--- src/rtl/store_align_stage_pkg.sv ---
// Shared types and constants for the store-path formatter.
// Optional build macro STORE_SPLIT_EN enables two-beat word-crossing stores.
package store_align_stage_pkg;

    localparam int XLEN   = 32;
    localparam int STRB_W = XLEN / 8;

    localparam logic [2:0] FUNCT3_STORE_SB = 3'b000;
    localparam logic [2:0] FUNCT3_STORE_SH = 3'b001;
    localparam logic [2:0] FUNCT3_STORE_SW = 3'b010;
    localparam logic [6:0] OPCODE_STORE    = 7'b0100011;

    typedef struct packed {
        logic [XLEN-1:0]   addr;
        logic [XLEN-1:0]   wdata;
        logic [STRB_W-1:0] wstrb;
    } store_beat_t;

    typedef enum logic [1:0] {
        ST_IDLE  = 2'b00,
        ST_BEAT0 = 2'b01,
        ST_BEAT1 = 2'b10
    } store_state_e;

    // Unshifted byte-enable pattern for a store size; zero flags an illegal funct3.
    function automatic logic [3:0] size_strb(input logic [2:0] funct3);
        logic [3:0] strb;
        case (funct3)
            FUNCT3_STORE_SB: strb = 4'b0001;
            FUNCT3_STORE_SH: strb = 4'b0011;
            FUNCT3_STORE_SW: strb = 4'b1111;
            default:         strb = 4'b0000;
        endcase
        return strb;
    endfunction

endpackage

--- src/rtl/store_align_stage_if.sv ---
// Execute-side request and memory-side beat bus of the store formatter.
// master = environment (upstream + memory), slave = store_align_stage.
interface store_align_stage_if;
    import store_align_stage_pkg::*;

    logic              in_valid;
    logic              in_rdy;
    logic              in_store;
    logic [2:0]        in_funct3;
    logic [XLEN-1:0]   in_addr;
    logic [XLEN-1:0]   in_data;
    logic              mem_valid;
    logic              mem_rdy;
    logic [XLEN-1:0]   mem_addr;
    logic [XLEN-1:0]   mem_wdata;
    logic [STRB_W-1:0] mem_wstrb;
    logic              fault;
    logic              busy;

    modport master (
        output in_valid, in_store, in_funct3, in_addr, in_data, mem_rdy,
        input  in_rdy, mem_valid, mem_addr, mem_wdata, mem_wstrb, fault, busy
    );

    modport slave (
        input  in_valid, in_store, in_funct3, in_addr, in_data, mem_rdy,
        output in_rdy, mem_valid, mem_addr, mem_wdata, mem_wstrb, fault, busy
    );

endinterface

--- src/rtl/store_align_stage_lane_gen.sv ---
// Combinational lane generator: (addr, funct3, data) -> word-aligned beats.
// Beat 1 outputs exist only when STORE_SPLIT_EN is defined.
module store_lane_gen
    import store_align_stage_pkg::*;
(
    input  logic [XLEN-1:0] addr,
    input  logic [2:0]      funct3,
    input  logic [XLEN-1:0] data,
    output store_beat_t     beat0,
`ifdef STORE_SPLIT_EN
    output store_beat_t     beat1,
`endif
    output logic            has_beat1,
    output logic            illegal
);

    logic [3:0]      size_m_s;
    logic [1:0]      off_s;
    logic [7:0]      lane_m_s;
    logic [4:0]      shamt_s;
    logic [XLEN-1:0] data_m_s;
    logic [XLEN-1:0] base_s;

    // Mask rs2 to the store size, then shift bytes and strobes into their lanes.
    always_comb begin
        size_m_s  = size_strb(funct3);
        illegal   = (size_m_s == 4'b0000);
        off_s     = addr[1:0];
        shamt_s   = {off_s, 3'b000};
        lane_m_s  = {4'b0000, size_m_s} << off_s;
        data_m_s  = data & {{8{size_m_s[3]}}, {8{size_m_s[2]}},
                            {8{size_m_s[1]}}, {8{size_m_s[0]}}};
        base_s    = {addr[XLEN-1:2], 2'b00};
        has_beat1 = |lane_m_s[7:4];

        beat0.addr  = base_s;
        beat0.wstrb = lane_m_s[3:0];
        beat0.wdata = data_m_s << shamt_s;
`ifdef STORE_SPLIT_EN
        // Upper half of the 64-bit shifted value; the address wraps at 2^32.
        beat1.addr  = base_s + 32'd4;
        beat1.wstrb = lane_m_s[7:4];
        if (off_s == 2'b00) begin
            beat1.wdata = 32'h0000_0000;
        end else begin
            beat1.wdata = data_m_s >> (6'd32 - {1'b0, shamt_s});
        end
`endif
    end

endmodule

--- src/rtl/store_align_stage.sv ---
// Store-path formatter: accepts one store per handshake and emits registered
// memory beats. Build macro STORE_SPLIT_EN enables two-beat word-crossing stores.
module store_align_stage
    import store_align_stage_pkg::*;
(
    input  logic                clk,
    input  logic                rst_n,
    store_align_stage_if.slave  bus
);

    store_beat_t  beat0_s;
    logic         has_beat1_s;
    logic         illegal_s;
    logic         in_rdy_s;
    logic         accept_s;
    logic         start_s;
    logic         fault_s;

    store_state_e state_r;
    store_beat_t  out_r;
    logic         mem_valid_r;
    logic         fault_r;
`ifdef STORE_SPLIT_EN
    store_beat_t  beat1_s;
    store_beat_t  beat1_r;
    logic         pend1_r;
`endif

    store_lane_gen u_lane_gen (
        .addr      (bus.in_addr),
        .funct3    (bus.in_funct3),
        .data      (bus.in_data),
        .beat0     (beat0_s),
`ifdef STORE_SPLIT_EN
        .beat1     (beat1_s),
`endif
        .has_beat1 (has_beat1_s),
        .illegal   (illegal_s)
    );

    // Ready depends only on state and mem_rdy so it never loops back through in_valid.
    always_comb begin
        in_rdy_s = 1'b0;
        case (state_r)
            ST_IDLE:  in_rdy_s = 1'b1;
`ifdef STORE_SPLIT_EN
            ST_BEAT0: in_rdy_s = !pend1_r && bus.mem_rdy;
            ST_BEAT1: in_rdy_s = bus.mem_rdy;
`else
            ST_BEAT0: in_rdy_s = bus.mem_rdy;
`endif
            default:  in_rdy_s = 1'b0;
        endcase

        accept_s = bus.in_valid && in_rdy_s;
`ifdef STORE_SPLIT_EN
        start_s  = accept_s && bus.in_store && !illegal_s;
        fault_s  = accept_s && bus.in_store && illegal_s;
`else
        start_s  = accept_s && bus.in_store && !illegal_s && !has_beat1_s;
        fault_s  = accept_s && bus.in_store && (illegal_s || has_beat1_s);
`endif
    end

    // Beat FSM with registered payload; a free slot (in_rdy) either loads a new store or idles.
    always_ff @(posedge clk or negedge rst_n) begin
        if (!rst_n) begin
            state_r     <= ST_IDLE;
            out_r       <= '0;
            mem_valid_r <= 1'b0;
            fault_r     <= 1'b0;
`ifdef STORE_SPLIT_EN
            beat1_r     <= '0;
            pend1_r     <= 1'b0;
`endif
        end else begin
            fault_r <= fault_s;
            if (in_rdy_s) begin
                if (start_s) begin
                    state_r     <= ST_BEAT0;
                    out_r       <= beat0_s;
                    mem_valid_r <= 1'b1;
`ifdef STORE_SPLIT_EN
                    beat1_r     <= beat1_s;
                    pend1_r     <= has_beat1_s;
`endif
                end else begin
                    state_r     <= ST_IDLE;
                    out_r       <= '0;
                    mem_valid_r <= 1'b0;
`ifdef STORE_SPLIT_EN
                    pend1_r     <= 1'b0;
`endif
                end
            end else begin
                case (state_r)
                    ST_BEAT0: begin
`ifdef STORE_SPLIT_EN
                        if (bus.mem_rdy) begin
                            state_r <= ST_BEAT1;
                            out_r   <= beat1_r;
                            pend1_r <= 1'b0;
                        end else begin
                            state_r <= ST_BEAT0;
                        end
`else
                        state_r <= ST_BEAT0;
`endif
                    end
                    default: state_r <= state_r;
                endcase
            end
        end
    end

    assign bus.in_rdy    = in_rdy_s;
    assign bus.mem_valid = mem_valid_r;
    assign bus.mem_addr  = out_r.addr;
    assign bus.mem_wdata = out_r.wdata;
    assign bus.mem_wstrb = out_r.wstrb;
    assign bus.fault     = fault_r;
    assign bus.busy      = mem_valid_r;

endmodule

--- src/flat_wrapper.sv ---
// flat-port wrapper written by rule: the top's interface ports become plain ports
module store_align_stage_flat import store_align_stage_pkg::*;
  (clk, rst_n, bus_in_valid, bus_in_store, bus_in_funct3, bus_in_addr, bus_in_data, bus_mem_rdy, bus_in_rdy, bus_mem_valid, bus_mem_addr, bus_mem_wdata, bus_mem_wstrb, bus_fault, bus_busy);
  store_align_stage_if bus_i ();
  input  logic clk;
  input  logic rst_n;
  input wire logic [$bits(bus_i.in_valid)-1:0] bus_in_valid;
  input wire logic [$bits(bus_i.in_store)-1:0] bus_in_store;
  input wire logic [$bits(bus_i.in_funct3)-1:0] bus_in_funct3;
  input wire logic [$bits(bus_i.in_addr)-1:0] bus_in_addr;
  input wire logic [$bits(bus_i.in_data)-1:0] bus_in_data;
  input wire logic [$bits(bus_i.mem_rdy)-1:0] bus_mem_rdy;
  output wire logic [$bits(bus_i.in_rdy)-1:0] bus_in_rdy;
  output wire logic [$bits(bus_i.mem_valid)-1:0] bus_mem_valid;
  output wire logic [$bits(bus_i.mem_addr)-1:0] bus_mem_addr;
  output wire logic [$bits(bus_i.mem_wdata)-1:0] bus_mem_wdata;
  output wire logic [$bits(bus_i.mem_wstrb)-1:0] bus_mem_wstrb;
  output wire logic [$bits(bus_i.fault)-1:0] bus_fault;
  output wire logic [$bits(bus_i.busy)-1:0] bus_busy;
  assign bus_i.in_valid = bus_in_valid;
  assign bus_i.in_store = bus_in_store;
  assign bus_i.in_funct3 = bus_in_funct3;
  assign bus_i.in_addr = bus_in_addr;
  assign bus_i.in_data = bus_in_data;
  assign bus_i.mem_rdy = bus_mem_rdy;
  assign bus_in_rdy = bus_i.in_rdy;
  assign bus_mem_valid = bus_i.mem_valid;
  assign bus_mem_addr = bus_i.mem_addr;
  assign bus_mem_wdata = bus_i.mem_wdata;
  assign bus_mem_wstrb = bus_i.mem_wstrb;
  assign bus_fault = bus_i.fault;
  assign bus_busy = bus_i.busy;
  store_align_stage u_core (.clk(clk), .rst_n(rst_n), .bus(bus_i));
endmodule
--- config.mk ---
export PLATFORM = sky130hd
export DESIGN_NAME = store_align_stage_flat
export DESIGN_NICKNAME = d
export VERILOG_FILES = /design/src/rtl/store_align_stage_pkg.sv /design/src/rtl/store_align_stage_if.sv /design/src/rtl/store_align_stage_lane_gen.sv /design/src/rtl/store_align_stage.sv /design/src/flat_wrapper.sv
export SDC_FILE = /design/constraint.sdc
export NUM_CORES = 1
export LEC_CHECK = 0
export ABC_AREA = 1
export BUFFER_PORTS_ARGS = -buffer_cell sky130_fd_sc_hd__buf_2
export CORE_MARGIN = 10
export CORE_UTILIZATION = 48
export DETAILED_ROUTE_END_ITERATION = 16
export PLACE_DENSITY = 0.78
export SYNTH_ARGS = -nofsm -noshare
export SYNTH_HDL_FRONTEND = slang
export SYNTH_SLANG_ARGS = --single-unit
--- constraint.sdc ---
create_clock -name clk -period 1.9 [get_ports clk]
set_clock_uncertainty 0.2 [all_clocks]
set_input_delay 0.285 -clock clk [delete_from_list [all_inputs] [get_ports clk]]
set_output_delay 0.285 -clock clk [all_outputs]
set_load 0.005 [all_outputs]
Word-level counts from Yosys, hierarchy flattened
Index checks and enable logic that the tools add are counted.
W data, S select, Z words.
{ "totals": {"output_inout_bits": 72, "word_cells": 32, "in_bits": 72, "ff_bits": 72} }
{ "op_classes": {"eq_ne": 3, "n_reduce_logical": 13, "bitwise_logic": 1, "mux": 7, "shifts": 2} }
{ "op_table": {"columns": ["cell", "n"], "rows": [
  ["$mux W68", 1],
  ["$and A32 B32 Y32", 1],
  ["$shl A32 B5 Y32", 1],
  ["$pmux W4 S3", 1],
  ["$shl A4 B2 Y8", 1],
  ["$logic_and A1 B1 Y1", 5],
  ["$logic_not A4 Y1", 1],
  ["$mux W2", 2],
  ["$reduce_or A4 Y1", 1],
  ["$eq A3 B1 Y1 const B", 1],
  ["$eq A3 B2 Y1 const B", 1],
  ["$logic_not A3 Y1", 1],
  ["$eq A2 B1 Y1 const B", 1],
  ["$logic_not A1 Y1", 2],
  ["$logic_not A2 Y1", 1],
  ["$mux W1", 2],
  ["$pmux W1 S2", 1],
  ["$reduce_bool A2 Y1", 1],
  ["$logic_or A1 B1 Y1", 1]
]} }

Logic depth before layout (Yosys ltp)
{ "logic_depth": {"depth_word": 8, "mapped_depth": 10, "ltp_nobuf": 8} }

Hierarchy
From an unflattened synthesis, not the netlist that was laid out.
{ "hier_totals": {"cells_unflattened": 512, "area_unflattened_um2": 3992.6} }
{ "by_module_without_submodules": {"columns": ["module", "n_inst", "cells_each", "area_per_inst_um2"], "rows": [
  ["store_align_stage", 1, 315, 2989.1],
  ["store_lane_gen", 1, 197, 1003.5]
]} }

Least setup slack after synthesis
OpenSTA, ideal clock, no wires.
{ "synth_path": {"path_type": "input port to flip-flop", "startpoint": "in bus_in_funct3[1]", "endpoint": "reg u_core.out_r, in the netlist u_core.bus.mem_wdata[26]", "cell_stages": 10, "slack_ps": 347, "required_time_ps": 1583, "setup_ps": 117, "t_arrival_ps": 1236, "n_path_buf": 2, "path_cell_list": "buf_6 > nand2_2 > nand2_4 > nor2_8 > nand2_4 > nor2_4 > nor2_8 > buf_6 > nand3_2 > nand2_1"} }
{ "synth_via": {"elab_chain_cells": 7, "word_cells_on_any_way": 14} }
{ "synth_lines": {"columns": ["element", "line_no", "text"], "rows": [
  ["from (decl)", "flat_wrapper.sv:9", "input wire logic [$bits(bus_i.in_funct3)-1:0] bus_in_funct3;"],
  ["$eq A3 B2 Y1, or another cell as far along", "store_align_stage_pkg.sv:28", "case (funct3)"],
  ["$pmux W4 S3 (*)", "store_align_stage_pkg.sv:28", null],
  ["branches (longest 4 deep; another with $and A32 B32 Y32)", null, null],
  ["$mux W68 (*)", "store_align_stage.sv:79", "if (start_s) begin"],
  ["to (signal assigned)", "store_align_stage.sv:81", "out_r <= beat0_s;"],
  ["to (decl)", "store_align_stage.sv:20", "store_beat_t out_r;"]
]} }
Mark *: on every way between the ends.
A chain may end at the register's enable or synchronous reset.

Final worst setup path
{ "layout_path": {"startpoint": "reg u_core.state_r[0]", "endpoint": "reg u_core.out_r, in the netlist u_core.bus.mem_wdata[0]"} }
{ "layout_via": {"elab_chain_cells": 7, "word_cells_on_any_way": 8} }
{ "layout_lines": {"columns": ["element", "line_no", "text"], "rows": [
  ["from (decl)", "store_align_stage.sv:19", "store_state_e state_r;"],
  ["from (signal assigned)", "store_align_stage.sv:110", "default: state_r <= state_r;"],
  ["$eq A2 B1 Y1 or $logic_not A2 Y1 (tied branches)", "store_align_stage.sv:44", "case (state_r)"],
  ["$pmux W1 S2 (*)", "store_align_stage.sv:44", null],
  ["$logic_and A1 B1 Y1", "store_align_stage.sv:55", "accept_s = bus.in_valid && in_rdy_s;"],
  ["$logic_and A1 B1 Y1 (3 in a row)", "store_align_stage.sv:60", "start_s = accept_s && bus.in_store && !illegal_s && !has_beat1_s;"],
  ["$mux W68", "store_align_stage.sv:79", null]
]} }
Every way passes the cells marked *; elsewhere a longest branch is shown, timed or not.

==> results list <==
- By area, the combinational part of the netlist is dominated by simple AND/OR/NAND/NOR gates.
- Register bit total from synthesis: 69
- Transition time of the tightest slew-check pin: between 0.6 and 0.7 ns
- Measured against the total synthesized area, the mux share comes to 0%.
- The final layout contains about 680 nets.
- Initial Util: 50.3%
* Antenna Cells: 0
* Post-Synth Simple-Gate Area: 37.2%
* Ports placed on the boundary: 144
* DRC violation total after the first TritonRoute iteration: around 190
- Total leakage power: 2.82 nW
- Worst vdd ir: 0.354 mV
- Total via count in the routed design: 3653
- Outcome: finished, final reports clean
- Sinks on the clock net: 69
- Critical path class: flip-flop to flip-flop
* Buffer depth of the longest clock path: 2
- Setup violations remaining at the end of the flow were counted as 0.
- The count of buffers added on input and output ports is 141.
- Fraction of final layout cells with drive strength greater than 1: 33.0%
- Entering global routing, the biggest net connects 70 pins.
- Max-cap violations: 0
- The floorplan step defined a die boundary enclosing around 11000 um2.
- Cells fill 69.7% of the core in the end.
* Min-Delay Path Class: input port to flip-flop
- The first detailed-routing pass took 5 iterations.
* Area growth from synthesis to layout: 38.8%
- For this block, the routed nets add up to 11700 um of wire.
* # rows: 30
- The first global-routing pass estimated 18900 um of wire.
* Total routing usage reported by global routing: approximately a fifth
* DP Worst Slack: -0.185 ns
* Die outline width: ~110 um
- TritonCTS clock tree: built
* Cells along the critical path: inv_1 -> nor2_4 -> inv_1 -> nand4_4 -> nor2_4 -> nand3_1 -> nand2_1
- Routability-driven placement congestion ratio: 0.921
* Top achievable clock speed: 0.561 GHz
- Headroom to the max-slew limit came out at 55.8%.
- Antenna violations before repair: 0
* Remaining DRCs: 0
* Number of buffer and inverter instances along the worst setup path: 2
* Share of synthesized area occupied by flip-flops and latches: 49.7%
* Clk Tree Root Cell: sky130_fd_sc_hd__clkbuf_8
- Final worst path period need: 1.78 ns
* Leftover overflow at the end of global routing: 0
* Final routed wire length divided by cell count: 16.5 um
- Setup repair after global routing left no endpoint under its margin.
- Unique masters post-synth: 27
- Pwr dens: 660 nW/um2
- Clock tree synthesis inserted a total of 9 buffers.
- In this run the remaining antenna-violating nets after routing total 0.
* Cell with the largest stage delay on the worst path: sky130_fd_sc_hd__nor2_4
- Core Footprint: 6910 um2
* Final Slew Violations: 0
- In this design, the stage delay of the slowest critical-path cell is 0.49 ns.
- Of the available clock period, the critical path in the final layout requires 93.9%.
- Source-to-sink clock delay at the later pin of the worst-skew pair: roughly 0.34 ns
- Mapped Cells: 432
- For the worst setup path, the data required time is 1.98 ns.
- Startpoint types: flip-flop
- Using the TritonRoute via totals, the vias-per-cell ratio works out to 5.15.
- Summing all non-filler instances in the final layout gives an area of 4820 um2.
* Depth of the CTS H-tree: 3
- Complex-gate fraction of the synthesized area: 6.31%
- Register clock-pin slew on the reported worst setup and hold paths: 0.08 ns
- Die height: 105 um
- Summing all placed instances gives a cell area of between 4000 and 5000 um2.
- Ys Warns: 0
- The synthesized design spends more area on one cell type than any other, namely sky130_fd_sc_hd__dfrtp_1.
* Final hold violations: 0
* Number of global-route vias before repair: approximately 3800
- The share of synthesized area in the top cell type comes to 49.7%.
* Synth top area cells: sky130_fd_sc_hd__dfrtp_1, sky130_fd_sc_hd__nand2_1, sky130_fd_sc_hd__nand3_1
- Detailed-placement wirelength estimate: slightly below 8000 um
* Worst endpoint data arrival time: 1.87 ns
* Top cell family by delay on the critical path: simple AND/OR/NAND/NOR gates
- Crit. End Element: flip-flop
- Fin worst setup slack: 0.116 ns
- Area share of fa/ha/maj cells after synthesis: 0%
- Of all nets on the critical path, the largest fanout is 16.
- Area of the mapped netlist: 3470 um2
* Mean cell area of the mapped netlist: 8.03 um2
- The synthesized netlist devotes 0% of its cell area to XOR and XNOR gates.
==> worst min-delay path, cell delays in order <==
cell and delay, ns:
sky130_fd_sc_hd__buf_2 0.12, sky130_fd_sc_hd__nand3_1 0.07, sky130_fd_sc_hd__nand2_1 0.05
==> per-layer routing <==
metal	share of wire, %	track usage (%)	vias up	wire, um
li1	-	-	1731	-
met1	41	24.2	1747	4820
met2	50	35.9	160	5820
met3	7.4	5.34	15	861
met4	1.5	7.06	0	178
met5	0	0	-	0
==> repair_timing <==
action,4_1_cts,5_1_grt
setup endpoints to repair,63,9
setup buffers,0,2
hold buffers,31,0
hold endpoints to repair,99,0
pin swaps,2,2
gates resized for setup,1,0
cloned,2,1
==> sequential cells by signal, indices dropped and copies added (netlist names) <==
signal	cells
u_core.state_r	1
u_core.bus.mem_wstrb	4
u_core.bus.mem_wdata	32
u_core.bus.fault	1
u_core.bus.mem_addr	30
u_core.bus.busy	1
==> synthesized netlist by cell type, drive strengths merged <==
| cell | number |
|---|---|
| clkinv | 1 |
| nor2 | 11 |
| nor3 | 1 |
| o21a | 8 |
| conb | 1 |
| clkbuf | 8 |
| o21ai | 12 |
| inv | 13 |
| nand3 | 55 |
| o31ai | 2 |
| dfrtp | 69 |
| nand2 | 211 |
| a21oi | 16 |
| buf | 19 |
| nand4 | 5 |
==> path summary, 6_finish.rpt <==
kind | start | to | slack (ns) | depth (start not counted)
max reg2reg | u_core.state_r[0] | u_core.bus.mem_wdata[0] | 0.12 | 7
min in group asynchronous | rst_n | u_core.bus.mem_wstrb[3] | 0.28 | 3
max | u_core.state_r[0] | u_core.bus.mem_wdata[0] | 0.12 | 7
max in group asynchronous | rst_n | u_core.bus.mem_wdata[7] | 0.92 | 3
min | bus_in_data[4] | u_core.bus.mem_wdata[4] | 0.01 | 3
min reg2reg | u_core.bus.mem_addr[9] | u_core.bus.mem_addr[9] | 0.28 | 2
==> power breakdown <==
| part | internal (mW) | switching [mW] |
|---|---|---|
| Combinational | 0.206 | 0.283 |
| Clock | 0.598 | 0.576 |
| Sequential | 1.50 | 0.0165 |
| Total | 2.30 | 0.876 |
==> logic make-up (layout without fill, tap and decap cells) <==
group | count (synthesis) | count (layout)
flip-flops | 69 | 69
AO/OA/AOI/OAI | 38 | 38
AND/OR/NAND/NOR | 283 | 286
other | 1 | 2
buffers and inverters | 41 | 218
==> metrics by stage <==
step | cells | hold WS, ns | total power [mW] | TNS, ns
global route | 709 | 0.0171 | 3.31 | 0
CTS | 706 | 0.000819 | 3.19 | 0
finish | 709 | 0.0135 | 3.18 | 0
floorplan | 433 | -0.211 | 1.76 | 0
global placement | 658 | 0.132 | 1.95 | -3.75
detailed placement | 658 | 0.134 | 1.96 | -8.14
==> cells in the final DEF (no fill, tap or decap), types with 9 or more instances in the layout <==
| cell type | instances |
|---|---|
| sky130_fd_sc_hd__clkbuf_8 | 9 |
| sky130_fd_sc_hd__nand3_2 | 10 |
| sky130_fd_sc_hd__dfrtp_1 | 69 |
| sky130_fd_sc_hd__nand3_1 | 45 |
| sky130_fd_sc_hd__a21oi_1 | 16 |
| sky130_fd_sc_hd__inv_1 | 11 |
| sky130_fd_sc_hd__buf_4 | 15 |
| sky130_fd_sc_hd__o21ai_0 | 11 |
| sky130_fd_sc_hd__nand2_1 | 207 |
| sky130_fd_sc_hd__buf_2 | 141 |
| sky130_fd_sc_hd__dlygate4sd3_1 | 31 |
==> final cells by class <==
class / count / area (um2)
clock buffers: 9 / 124
multi-input cells: 326 / 1560
fillers: 584 / 2090
well taps: 96 / 120
clock inverters: 6 / 63.8
inverters: 14 / 52.6
repair buffers: 189 / 1170
flip-flops and latches: 69 / 1730
Note: power is estimated with default switching activity, not from simulation.
